File: src/rtl/sound_pkg.sv
// Shared definitions for the sound player: sound codes, FSM state encoding and
// the tone half-period helper evaluated at elaboration.
package sound_pkg;

    localparam logic [1:0] SND_STOP = 2'b00;
    localparam logic [1:0] SND_PONG = 2'b01;
    localparam logic [1:0] SND_PING = 2'b10;
    localparam logic [1:0] SND_GO   = 2'b11;

    typedef enum logic [1:0] {
        IDLE = 2'd0,
        TONE = 2'd1,
        GAP  = 2'd2
    } state_t;

    function automatic int unsigned half_period(input int unsigned clk_hz, input int unsigned f);
        return clk_hz / (2 * f);
    endfunction

endpackage

File: src/rtl/tone_divider.sv
// Square-wave tone generator: a half-period down-counter that toggles the tone
// bit and reloads at zero, restarted with the bit cleared on every beep start.
module tone_divider (
    input  logic        clk,
    input  logic        clr,
    input  logic        restart,
    input  logic [23:0] half,
    input  logic        run,
    output logic        tone
);

    logic [23:0] cnt;
    logic        tone_q;
    logic        wrap;

    assign wrap = run && (cnt == 24'd0);

    always_ff @(posedge clk or negedge clr) begin
        if (!clr) begin
            cnt    <= '0;
            tone_q <= 1'b0;
        end else if (restart) begin
            cnt    <= half - 24'd1;
            tone_q <= 1'b0;
        end else if (wrap) begin
            cnt    <= half - 24'd1;
            tone_q <= ~tone_q;
        end else if (run) begin
            cnt <= cnt - 24'd1;
        end
    end

    // Value the tone bit takes at the coming edge, so the registered speaker
    // output lands on the same edge as the toggle.
    assign tone = restart ? 1'b0 : (tone_q ^ wrap);

endmodule

File: src/rtl/sound_player.sv
// Plays ping/pong/go as timed square-wave beeps on one speaker pin; a newer
// code pre-empts the current sound. SOUND_PLAYER_GO_SEQ_EN enables the 3-beep go.
//
// state | meaning
// IDLE  | silent, waiting for a non-stop code change
// TONE  | beep playing for DUR_MS ms
// GAP   | silence between go beeps (only with SOUND_PLAYER_GO_SEQ_EN)
module sound_player
    import sound_pkg::*;
#(
    parameter int unsigned CLK_HZ  = 12_000_000,
    parameter int unsigned PING_HZ = 880,
    parameter int unsigned PONG_HZ = 440,
    parameter int unsigned GO_HZ   = 660,
    parameter int unsigned DUR_MS  = 100
) (
    input  logic       clk,
    input  logic       clr,
    input  logic [1:0] code_sound,
    input  logic       mute,
    output logic       speaker,
    output logic       busy
);

    localparam logic [23:0] HALF_PING = 24'(half_period(CLK_HZ, PING_HZ));
    localparam logic [23:0] HALF_PONG = 24'(half_period(CLK_HZ, PONG_HZ));
    localparam logic [23:0] HALF_GO   = 24'(half_period(CLK_HZ, GO_HZ));
    localparam logic [23:0] PRE_LAST  = 24'(CLK_HZ / 1000 - 1);
    localparam logic [15:0] DUR_LAST  = 16'(DUR_MS - 1);

    state_t      state, state_nxt;
    logic [1:0]  code_prev, code_cur, code_sel;
    logic [23:0] presc;
    logic [15:0] ms_cnt;
    logic [23:0] half;
    logic        trig, tick, dur_done, entry, restart, tone;
`ifdef SOUND_PLAYER_GO_SEQ_EN
    logic [1:0]  beeps_left;
`endif

    assign trig     = (code_sound != code_prev);
    assign tick     = (presc == PRE_LAST);
    assign dur_done = tick && (ms_cnt == DUR_LAST);
    assign entry    = trig || (state_nxt != state);
    assign busy     = (state != IDLE);

    // The divider reloads on the trigger edge, before code_cur has caught up.
    assign code_sel = trig ? code_sound : code_cur;

    always_comb begin
        half = HALF_GO;
        case (code_sel)
            SND_PONG: half = HALF_PONG;
            SND_PING: half = HALF_PING;
            default:  half = HALF_GO;
        endcase
    end

    always_comb begin
        state_nxt = state;
        restart   = 1'b0;
        if (trig) begin
            if (code_sound == SND_STOP) begin
                state_nxt = IDLE;
            end else begin
                state_nxt = TONE;
                restart   = 1'b1;
            end
        end else begin
            case (state)
                TONE: begin
                    if (dur_done) begin
`ifdef SOUND_PLAYER_GO_SEQ_EN
                        state_nxt = (beeps_left == 2'd0) ? IDLE : GAP;
`else
                        state_nxt = IDLE;
`endif
                    end
                end
`ifdef SOUND_PLAYER_GO_SEQ_EN
                GAP: begin
                    if (dur_done) begin
                        state_nxt = TONE;
                        restart   = 1'b1;
                    end
                end
`endif
                default: state_nxt = IDLE;
            endcase
        end
    end

    always_ff @(posedge clk or negedge clr) begin
        if (!clr) begin
            state     <= IDLE;
            code_prev <= SND_STOP;
            code_cur  <= SND_STOP;
            presc     <= '0;
            ms_cnt    <= '0;
            speaker   <= 1'b0;
        end else begin
            state     <= state_nxt;
            code_prev <= code_sound;
            if (trig && (code_sound != SND_STOP))
                code_cur <= code_sound;
            // A tick coinciding with a state entry is dropped by the clear.
            if (entry || (state == IDLE)) begin
                presc  <= '0;
                ms_cnt <= '0;
            end else if (tick) begin
                presc  <= '0;
                ms_cnt <= ms_cnt + 16'd1;
            end else begin
                presc <= presc + 24'd1;
            end
            speaker <= tone && (state_nxt == TONE) && !mute;
        end
    end

`ifdef SOUND_PLAYER_GO_SEQ_EN
    always_ff @(posedge clk or negedge clr) begin
        if (!clr)
            beeps_left <= 2'd0;
        else if (trig && (code_sound != SND_STOP))
            beeps_left <= (code_sound == SND_GO) ? 2'd2 : 2'd0;
        else if ((state == GAP) && dur_done)
            beeps_left <= beeps_left - 2'd1;
    end
`endif

    tone_divider u_tone_divider (
        .clk     (clk),
        .clr     (clr),
        .restart (restart),
        .half    (half),
        .run     (state == TONE),
        .tone    (tone)
    );

endmodule

File: config.mk
export PLATFORM = sky130hd
export DESIGN_NAME = sound_player
export DESIGN_NICKNAME = d
export VERILOG_FILES = /design/src/rtl/sound_pkg.sv /design/src/rtl/tone_divider.sv /design/src/rtl/sound_player.sv
export SDC_FILE = /design/constraint.sdc
export NUM_CORES = 1
export LEC_CHECK = 0
export CAP_MARGIN = 5
export CORE_AREA = 2 2 83 101
export CTS_CLUSTER_DIAMETER = 200
export DETAILED_ROUTE_END_ITERATION = 8
export DIE_AREA = 0 0 85 103
export PLACE_DENSITY = 0.67
export RECOVER_POWER = 25
export SLEW_MARGIN = 20
export SYNTH_ARGS = -nofsm -noshare
export SYNTH_HDL_FRONTEND = slang
export SYNTH_SLANG_ARGS = --single-unit
File: constraint.sdc
create_clock -name clk -period 2.1 [get_ports clk]
set_input_delay 0.21 -clock clk [delete_from_list [all_inputs] [get_ports clk]]
set_output_delay 0.21 -clock clk [all_outputs]
set_load 0.02 [all_outputs]
==> run summary, run 1 <==
Clock latency on the worst-skew pair -> 0.34 ns
First-pass GRT wire length -> 13800 µm
Commonest cells in the netlist -> dfrtp_1 (72), nor2_1 (67), xnor2_1 (33), xor2_1 (29), nand2_1 (28)
Cell area after synthesis -> 0.00377 mm²
Hold Crit Depth -> 2
Top cell type's share of synthesized area -> 0.478
H-tree Lvls -> 3
Gr ovfl total -> 0
DR vias/cell -> 5.42
Die W -> 85 µm
Worst R2R End -> u_tone_divider.cnt[19]
CP startpoint kind -> register
TritonCTS clock tree -> yes
Num rows -> 36
Max rail drop VDD -> 421 µV
Post-synth cell types -> 40
Largest cells by area after synthesis -> dfrtp_1 (48%), xnor2_1 (7.7%), xor2_1 (6.7%), nor2_1 (6.7%), ha_1 (3.3%)
DP HPWL -> 5660 µm
Yosys warnings -> 0
Pleak -> 1.79 nW
Multi-input logic area -> 0.00191 mm²
Sink Count -> 72
Initial Utilization -> 0.478
Drt pass-1 iters -> 4
GRT Total Usage -> 0.198
Avg Cell Area, Syn -> 9.54 µm²
Top Ports -> 7
Fmax -> 0.505 GHz
Sequential cell area fraction in the yosys report -> 0.478
CTS Root Cell -> clkbuf_8
Final setup viols -> 0
Post-layout nets -> 453
Vias -> 2916
Arr. time, crit path -> 2.24 ns
Detail Route Antenna Nets -> 0
Die area -> 0.00876 mm²
Synth Net Count -> 410
Top-count cell post-synth -> dfrtp_1
Final period util -> 0.943
FF+latch area -> 0.00180 mm²
Hold path start -> mute
Final wirelength -> 7850 µm
Crit path kind -> reg2reg
RSZ-0062 raised after global routing -> true
Tmin final -> 1.98 ns
Drt wl/cell -> 14.6 µm
Clock transition at path regs -> 0.08 ns
Pins Over Slew Limit -> 0
Max Cap Violations -> 0
Setup crit end kind -> register
Dpl cell area -> 0.00417 mm²
Initial antenna violation count -> 0
Port Buffers -> 6
Gpl congestion -> 0.791
Number of synthesized register bits -> 72
Synth-to-Final Area Change -> 16.8%
CTS Buf Count -> 9
Power Total -> 2.99 mW
R2R cell count -> 5
Share of layout cells above drive strength 1 -> 0.131
HP Class -> in2reg
Worst-Margin Slew -> 1.37 ns
Post-Syn Instances -> 395
Number of diodes -> 0
FFs w/ async S/R, synth -> 1.00
Setup slack, reg-to-reg -> 0.12 ns
DR iter-0 viols -> 81
CP required -> 2.36 ns
Hold Fails Final Rpt -> 0
Hold Path End -> speaker
CTS max path bufs -> 2
Largest net degree at the start of global routing -> 36
Final instance area -> 0.00440 mm²
Post-synth EDFFs -> 0
Prevailing post-synth register cell -> dfrtp_1
PwrDens -> 679 mW/mm²
Status -> finished clean
Slew headroom -> 0.0893
Drt drc -> 0
Max Clock Skew -> 0.0124 ns
Worst-path fanout max -> 5
Die H -> 103 µm
Largest area contributor in the netlist -> dfrtp_1
Vias in the first global route -> 3046
Layout fillers -> 710
Worst r2r src -> u_tone_divider.cnt[7]
Core area -> 0.00788 mm²
==> state kept, by name (all words and copies together), names as in the netlist <==
| signal | flops |
|---|---|
| presc | 24 |
| u_tone_divider.cnt | 24 |
| ms_cnt | 16 |
| code_cur | 2 |
| code_prev | 2 |
| state | 2 |
| speaker | 1 |
| u_tone_divider.tone_q | 1 |
==> where the power goes <==
part	total, mW	internal, mW	switching [mW]
Sequential	1.53	1.46	0.0771
Clock	1.05	0.550	0.497
Combinational	0.406	0.181	0.225
Total	2.99	2.19	0.800
==> cells in the final DEF, fill, tap and decap left out, types with 3 or more instances in the layout <==
| cell | n |
|---|---|
| nand2_1 | 28 |
| nor3_1 | 22 |
| nor4_1 | 15 |
| and4_1 | 5 |
| nand4_1 | 17 |
| a21oi_1 | 13 |
| xnor2_1 | 33 |
| xor2_1 | 29 |
| inv_1 | 12 |
| dfrtp_1 | 72 |
| clkdlybuf4s50_1 | 4 |
| and2_1 | 5 |
| nand3_1 | 18 |
| nor2_1 | 67 |
| or3_1 | 3 |
| ha_1 | 10 |
| clkbuf_1 | 5 |
| and3_1 | 7 |
| clkbuf_8 | 9 |
| buf_4 | 31 |
==> cells by family (layout without fill, tap and decap cells) <==
| group | after synthesis | in the layout | synth area share |
|---|---|---|---|
| AOI/OAI and AO/OA | 20 | 20 | 0.0302 |
| xor gates and xnor gates | 62 | 62 | 0.144 |
| adders and majority gates | 10 | 10 | 0.0332 |
| buffers and inverters | 21 | 69 | 0.0226 |
| DFF | 72 | 72 | 0.478 |
| muxes | 2 | 2 | 0.00531 |
| other | 1 | 1 | 0.000995 |
| and+or+nand+nor | 207 | 207 | 0.286 |
==> worst max-delay path: stages (launching register included) <==
cell and delay [ns]:
dfrtp_1 0.42, or3_4 0.43, nor4_4 0.39, nand3_2 0.11, or4_1 0.40, a21oi_1 0.15
==> area by class of cell <==
type / instances / share of cell area
multi-input cells: 302 / 0.433
repair buffers: 41 / 0.0790
clock inverters: 3 / 0.00966
clock buffers: 13 / 0.0316
flip-flops and latches: 72 / 0.409
well taps: 95 / 0.0270
inverters: 12 / 0.0102
==> metrics by stage <==
stage	hold WS, ns	cells	utilization	TNS, ns	setup slack, ns
after floorplan	-0.0856	395	-	0	0.0491
after global placement	0.228	519	0.529	0	0.0605
after detailed placement	0.237	519	0.529	-0.112	-0.0459
after CTS	0.400	536	0.553	0	0.0121
after global routing	0.447	538	0.558	-0.0147	-0.00870
final	0.468	538	0.558	0	0.119
==> worst max-delay path by stage <==
| stage | slack, ns | start | endpoint |
|---|---|---|---|
| 6_report | 0.12 | u_tone_divider.cnt[7] | u_tone_divider.cnt[19] |
| 5_1_grt | -0.009 | u_tone_divider.cnt[1] | u_tone_divider.cnt[4] |
| 4_1_cts | 0.01 | presc[14] | ms_cnt[7] |
| 3_5_place_dp | -0.05 | code_sound[0] | u_tone_divider.cnt[3] |
| 3_3_place_gp | 0.06 | code_sound[0] | u_tone_divider.cnt[4] |
| 2_1_floorplan | 0.05 | presc[8] | ms_cnt[10] |
==> timing repair <==
action / in CTS / in global routing
setup buffers: 0 / 2
hold endpoints to repair: 22 / 0
hold buffers: 1 / 0
resized for setup: 0 / 6
pin swaps: 1 / 0
setup endpoints to repair: 1 / 38
==> layer usage <==
layer  up-vias  share of wire  track usage
met5         -              0            0
met3         5          0.030       0.0424
met1      1414           0.45        0.239
met2        45           0.52        0.354
li1       1452              -            -
met4         0         0.0090       0.0672
No activity file was read; power rests on OpenSTA's default activity.
==> inputs of run 2 (changes only) <==
==> constraint.sdc (replaced) <==
create_clock -name clk -period 2.1 [get_ports clk]
set_input_delay 0.42 -clock clk [delete_from_list [all_inputs] [get_ports clk]]
set_output_delay 0.42 -clock clk [all_outputs]
set_load 0.02 [all_outputs]
==> run 2 against run 1 <==
The flow now finishes with violations (setup timing). First-iteration DRC count grew 26%. Global-route usage about the same. Wire length up 1.8%. Maximum frequency down 6.5%. Clock skew increased by 0.0013 ns. Via count is 1.9% higher. Cell count increased by 1.9%. Hold slack better by 0.023 ns. Total power increased by 6.1%. Sequential share of layout area decreased by 1.5 points.
==> run summary, run 2 (synthesis results as in run 1) <==
Status -> finished with violations
Violated checks -> setup timing
Fmax -> 0.472 GHz (-6.5%)
Hold Fails Final Rpt -> 0 (unchanged)
Utilization after layout -> 0.579 (+0.0208)
Pleak -> 1.87 nW (+4.4%)
RSZ-0062 raised after global routing -> true
Port Buffers -> 6 (unchanged)
Worst-Margin Slew -> 0.754 ns (-0.612 ns)
Pins Over Slew Limit -> 0 (unchanged)
GRT Total Usage -> 0.199 (+0.000411)
Share of layout cells above drive strength 1 -> 0.172 (+0.0413)
Number of diodes -> 0 (unchanged)
CTS Buf Count -> 9 (unchanged)
Dpl cell area -> 0.00425 mm² (+1.9%)
Final period util -> 1.01 (+0.0656)
Final setup viols -> 5 (+5)
Detail Route Antenna Nets -> 0 (unchanged)
Final Worst Setup Slack -> -0.0191 ns (-0.138 ns)
CTS Root Cell -> clkbuf_8
Max rail drop VDD -> 412 µV (-2.1%)
Initial antenna violation count -> 0 (unchanged)
Worst-path fanout max -> 7 (+2)
HP Class -> reg2reg
Max Cap Violations -> 0 (unchanged)
DR vias/cell -> 5.42 (about the same)
Die W -> 85 µm (unchanged)
Setup crit end kind -> register
Synth-to-Final Area Change -> 21.1%
Crit path kind -> reg2reg
Hold Crit Depth -> 2 (unchanged)
CP required -> 2.38 ns (+0.02 ns)
Vias -> 2972 (+1.9%)
DP HPWL -> 5660 µm (about the same)
CTS max path bufs -> 2 (unchanged)
Initial Utilization -> 0.478 (unchanged)
Num rows -> 36 (unchanged)
Biggest regs -> presc (24), u_tone_divider.cnt (24), ms_cnt (16)
Sink Count -> 72 (unchanged)
Vias in the first global route -> 3055 (+0.30%)
Clock latency on the worst-skew pair -> 0.35 ns (about the same)
Largest net degree at the start of global routing -> 35 (-2.8%)
Commonest cells after routing, fill and taps aside -> dfrtp_1 (72), nor2_1 (64), buf_4 (36), xnor2_1 (32), xor2_1 (29)
Gr ovfl total -> 0 (unchanged)
PwrDens -> 694 mW/mm² (+2.3%)
Post-layout nets -> 463 (+2.2%)
Power Total -> 3.17 mW (+6.1%)
Die H -> 103 µm (unchanged)
Slowest stage cell, crit path -> or4_4
H-tree Lvls -> 3 (unchanged)
DR iter-0 viols -> 102 (+26%)
Top Ports -> 7 (unchanged)
Crit path cell chain -> or4_4, nor4_4, buf_4, a31oi_2, buf_6, buf_12, a21oi_1
Drt drc -> 0 (unchanged)
Drt pass-1 iters -> 4 (unchanged)
Max Clock Skew -> 0.0137 ns (+0.00133 ns)
Slew headroom -> 0.497 (+0.408)
Final instance area -> 0.00457 mm² (+3.7%)
Critical Path Max Stage Delay -> 0.56 ns (+0.13 ns)
Final wirelength -> 7990 µm (+1.8%)
Gpl congestion -> 0.815 (+3.0%)
CP startpoint kind -> register
Tmin final -> 2.12 ns (+0.138 ns)
Setup TNS -> -0.0685 ns (-0.0685 ns)
Core area -> 0.00788 mm² (unchanged)
First-pass GRT wire length -> 13800 µm (-0.40%)
Die area -> 0.00876 mm² (unchanged)
R2R cell count -> 7 (+2)
Arr. time, crit path -> 2.40 ns (+0.16 ns)
TritonCTS clock tree -> yes
Most common cell after layout, fill and taps aside -> dfrtp_1
Drt wl/cell -> 14.6 µm (about the same)
Clock transition at path regs -> 0.08 ns (about the same)
## run 2: cell types whose count changed in the layout (fill, tap and decap cells not counted), moves of 2 or more
| cell | previous run | this run |
|---|---|---|
| buf_4 | 31 | 36 |
| a21oi_1 | 13 | 9 |
| a21oi_2 | 0 | 4 |
| nor2_1 | 67 | 64 |
| and2_1 | 5 | 3 |
| and2_4 | 0 | 2 |
| nor2_4 | 0 | 2 |
| or3_1 | 3 | 5 |
| or3_4 | 2 | 0 |
## run 2: area by class of cell
| class | count | area, µm² |
|---|---|---|
| Clock buffer | 11 | 131 |
| Clock inverter | 5 | 81.3 |
| Fill cell | 686 | 3320 |
| Inverter | 12 | 45.0 |
| Multi-Input combinational cell | 302 | 1950 |
| Sequential cell | 72 | 1800 |
| Tap cell | 95 | 119 |
| Timing Repair Buffer | 51 | 433 |
## run 2: through the flow
step | hold slack, ns | std cells | setup WS, ns
3_5_place_dp | 0.339 | 526 | -0.241
2_1_floorplan | 0.124 | 395 | 0.0491
5_1_grt | 0.518 | 548 | -0.0897
3_3_place_gp | 0.333 | 526 | -0.153
4_1_cts | 0.488 | 543 | 0.0318
6_report | 0.491 | 548 | -0.0191
## run 2: timing repair
action,in CTS,in global routing
endpoints found under the hold margin,11,0
gates cloned,0,1
setup buffers,0,4
gates resized for setup,0,21
pin swaps,1,4
hold buffers,1,0
setup endpoints to repair,1,40
## run 2: where the power goes
part / internal [mW] / total (mW) / leakage, nW / switching, mW
Clock: 0.670 / 1.18 / 0.104 / 0.514
Sequential: 1.46 / 1.53 / 0.954 / 0.0751
Combinational: 0.212 / 0.454 / 0.814 / 0.242
## run 2: final timing paths
check                                       start                     end  slack, ns
setup / recovery           u_tone_divider.cnt[11]  u_tone_divider.cnt[11]      -0.02
min in group asynchronous                     clr  u_tone_divider.cnt[11]       0.64
hold / removal                        code_cur[1]             code_cur[1]       0.49
max in group asynchronous                     clr               presc[18]       0.44
hold reg to reg                       code_cur[1]             code_cur[1]       0.49
setup reg to reg           u_tone_divider.cnt[11]  u_tone_divider.cnt[11]      -0.02
## run 2: routing by layer
layer  wire [µm]  up-vias  global-route usage
met5           0        -                   0
met4          85        0              0.0818
met3         164        6              0.0408
met2        4280       31               0.359
met1        3460     1465               0.230
li1            -     1470                   -
## run 2: critical path, delay by kind of cell, from the launching register on
kind	cells	cell delay [ns]
flip-flops	1	0.39
buffers and inverters	3	0.50
AO/OA/AOI/OAI	2	0.20
AND/OR/NAND/NOR	2	0.95
==> inputs of run 3 (changes only) <==
MAX_ROUTING_LAYER = met4   (was not set)
SKIP_LAST_GASP = 1   (was not set)
==> run 3 against run 2 <==
The run still ends with setup timing left. Largest power group unchanged. Count of clock-buffer cells in the layout stayed put. Cell area is essentially flat. Critical endpoint is now u_tone_divider.cnt[6]. Sequential share of layout area barely moved. Flip-flop and latch count did not move. Clock skew hardly changed. Critical path depth did not move. Largest cell class unchanged. Total power about the same. Cell count did not move. Clock power about the same.
==> run summary, run 3 (synthesis results as in run 1) <==
Worst R2R End -> u_tone_divider.cnt[6]
Drt drc -> 0 (unchanged)
HP Class -> reg2reg
CP required -> 2.38 ns (about the same)
Final setup viols -> 5 (unchanged)
Worst-Margin Slew -> 0.753 ns (-0.00151 ns)
Status -> finished with violations
DR vias/cell -> 5.43 (about the same)
Die area -> 0.00876 mm² (unchanged)
Share of layout cells above drive strength 1 -> 0.170 (-0.00221)
Hold Fails Final Rpt -> 0 (unchanged)
Core area -> 0.00788 mm² (unchanged)
Commonest cells after routing, fill and taps aside -> dfrtp_1 (72), nor2_1 (64), buf_4 (36), xnor2_1 (32), xor2_1 (29)
P_int -> 2.34 mW (about the same)
Clock power share -> 0.374 (about the same)
Number of diodes -> 0 (unchanged)
Dpl cell area -> 0.00425 mm² (unchanged)
Place WS -> -0.241 ns (unchanged)
Final instance area -> 0.00456 mm² (about the same)
Slew headroom -> 0.498 (+0.00100)
Arr. time, crit path -> 2.41 ns (about the same)
Gpl congestion -> 0.827 (+1.5%)
Detail Route Antenna Nets -> 0 (unchanged)
TritonCTS clock tree -> yes
DP HPWL -> 5660 µm (unchanged)
GRT Total Usage -> 0.205 (+0.00634)
Crit path kind -> reg2reg
Pleak -> 1.87 nW (about the same)
Worst-path fanout max -> 7 (unchanged)
Synth-to-Final Area Change -> 21.0% (about the same)
RSZ-0062 raised after global routing -> true
PwrDens -> 695 mW/mm² (about the same)
Max rail drop VDD -> 412 µV (+0.12%)
Final period util -> 1.01 (+0.00442)
Combinational share of power -> 0.142 (about the same)
Initial antenna violation count -> 0 (unchanged)
Initial Utilization -> 0.478 (unchanged)
Clock latency on the worst-skew pair -> 0.35 ns (about the same)
Largest net degree at the start of global routing -> 35 (unchanged)
CTS Root Cell -> clkbuf_8
R2R cell count -> 7 (unchanged)
Sw frac -> 0.263 (+0.000433)
Sequential cell fraction of total power -> 0.483 (about the same)
Utilization after layout -> 0.579 (about the same)
Gr ovfl total -> 0 (unchanged)
Fmax -> 0.470 GHz (-0.44%)
Num rows -> 36 (unchanged)
Top Ports -> 7 (unchanged)
Max Clock Skew -> 0.0138 ns (+0.000105 ns)
Setup crit end kind -> register
Max Cap Violations -> 0 (unchanged)
Clock transition at path regs -> 0.08 ns (about the same)
First-pass GRT wire length -> 13800 µm (unchanged)
Sink Count -> 72 (unchanged)
CP startpoint kind -> register
Setup TNS -> -0.0793 ns (-0.0108 ns)
Inst Count DP -> 526 (unchanged)
Die H -> 103 µm (unchanged)
CTS Buf Count -> 9 (unchanged)
Post-layout nets -> 463 (unchanged)
Non-filler instance count after layout -> 548 (unchanged)
Violated checks -> setup timing
Die W -> 85 µm (unchanged)
Setup crit start -> u_tone_divider.cnt[11]
Final wirelength -> 7960 µm (-0.41%)
Vias in the first global route -> 3056 (+0.033%)
Most common cell after layout, fill and taps aside -> dfrtp_1
H-tree Lvls -> 3 (unchanged)
Setup slack, reg-to-reg -> -0.03 ns (about the same)
Drt pass-1 iters -> 4 (unchanged)
Vias -> 2974 (+0.067%)
Tmin final -> 2.13 ns (+0.00929 ns)
Worst r2r src -> u_tone_divider.cnt[11]
DR iter-0 viols -> 107 (+4.9%)
CTS max path bufs -> 2 (unchanged)
Psw -> 0.832 mW (+0.17%)
Setup crit end -> u_tone_divider.cnt[6]
Pins Over Slew Limit -> 0 (unchanged)
Drt wl/cell -> 14.5 µm (-0.41%)
Power Total -> 3.17 mW (about the same)
Hold Slack -> 0.494 ns (+0.00248 ns)
Port Buffers -> 6 (unchanged)
Biggest regs -> presc (24), u_tone_divider.cnt (24), ms_cnt (16)
Final Worst Setup Slack -> -0.0284 ns (-0.00929 ns)
-- run 3: cell types whose count changed in the layout (fill, tap and decap cells not counted) --
cell,before,now
a21oi_1,9,10
a21oi_2,4,3
-- run 3: worst min path at each step --
stage	from	end	cells past startpoint
2_1_floorplan	clr	code_cur[0]	0
3_3_place_gp	clr	u_tone_divider.cnt[11]	1
3_5_place_dp	clr	u_tone_divider.cnt[11]	1
4_1_cts	clr	u_tone_divider.cnt[11]	2
5_1_grt	presc[0]	presc[0]	1
6_report	code_cur[0]	code_cur[0]	2
-- run 3: layout make-up --
class | instances | area [µm²]
Timing Repair Buffer | 51 | 433
Tap cell | 95 | 119
Sequential cell | 72 | 1800
Clock buffer | 11 | 131
Multi-Input combinational cell | 302 | 1950
Fill cell | 685 | 3320
Inverter | 12 | 45.0
Clock inverter | 5 | 81.3
-- run 3: per-layer routing --
layer / GRT usage / share of wire / vias up
met4: 0.0818 / 0.016 / 0
met3: 0.0408 / 0.023 / 8
met5: - / 0 / -
met2: 0.359 / 0.53 / 33
met1: 0.231 / 0.43 / 1464
li1: - / - / 1469
-- run 3: critical path, cell delays in order, from the launching register on --
cell and delay [ns]:
dfrtp_1 0.39, or4_4 0.56, nor4_4 0.39, buf_4 0.19
a31oi_2 0.09, buf_6 0.18, buf_12 0.13, a21oi_1 0.11
-- run 3: repair_timing --
item	in CTS	in global routing
pin swaps	1	4
hold endpoints to repair	11	0
hold buffers	1	0
resized for setup	0	20
setup endpoints to repair	1	40
buffers inserted	0	4
cloned	0	1
-- run 3: power by group through the flow --
stage	Combinational, mW	Sequential [mW]	Clock, mW
2_1_floorplan	0.228	1.55	0
3_3_place_gp	0.405	1.56	0
3_5_place_dp	0.413	1.56	0
4_1_cts	0.417	1.53	1.21
5_1_grt	0.503	1.54	1.26
6_report	0.451	1.53	1.19
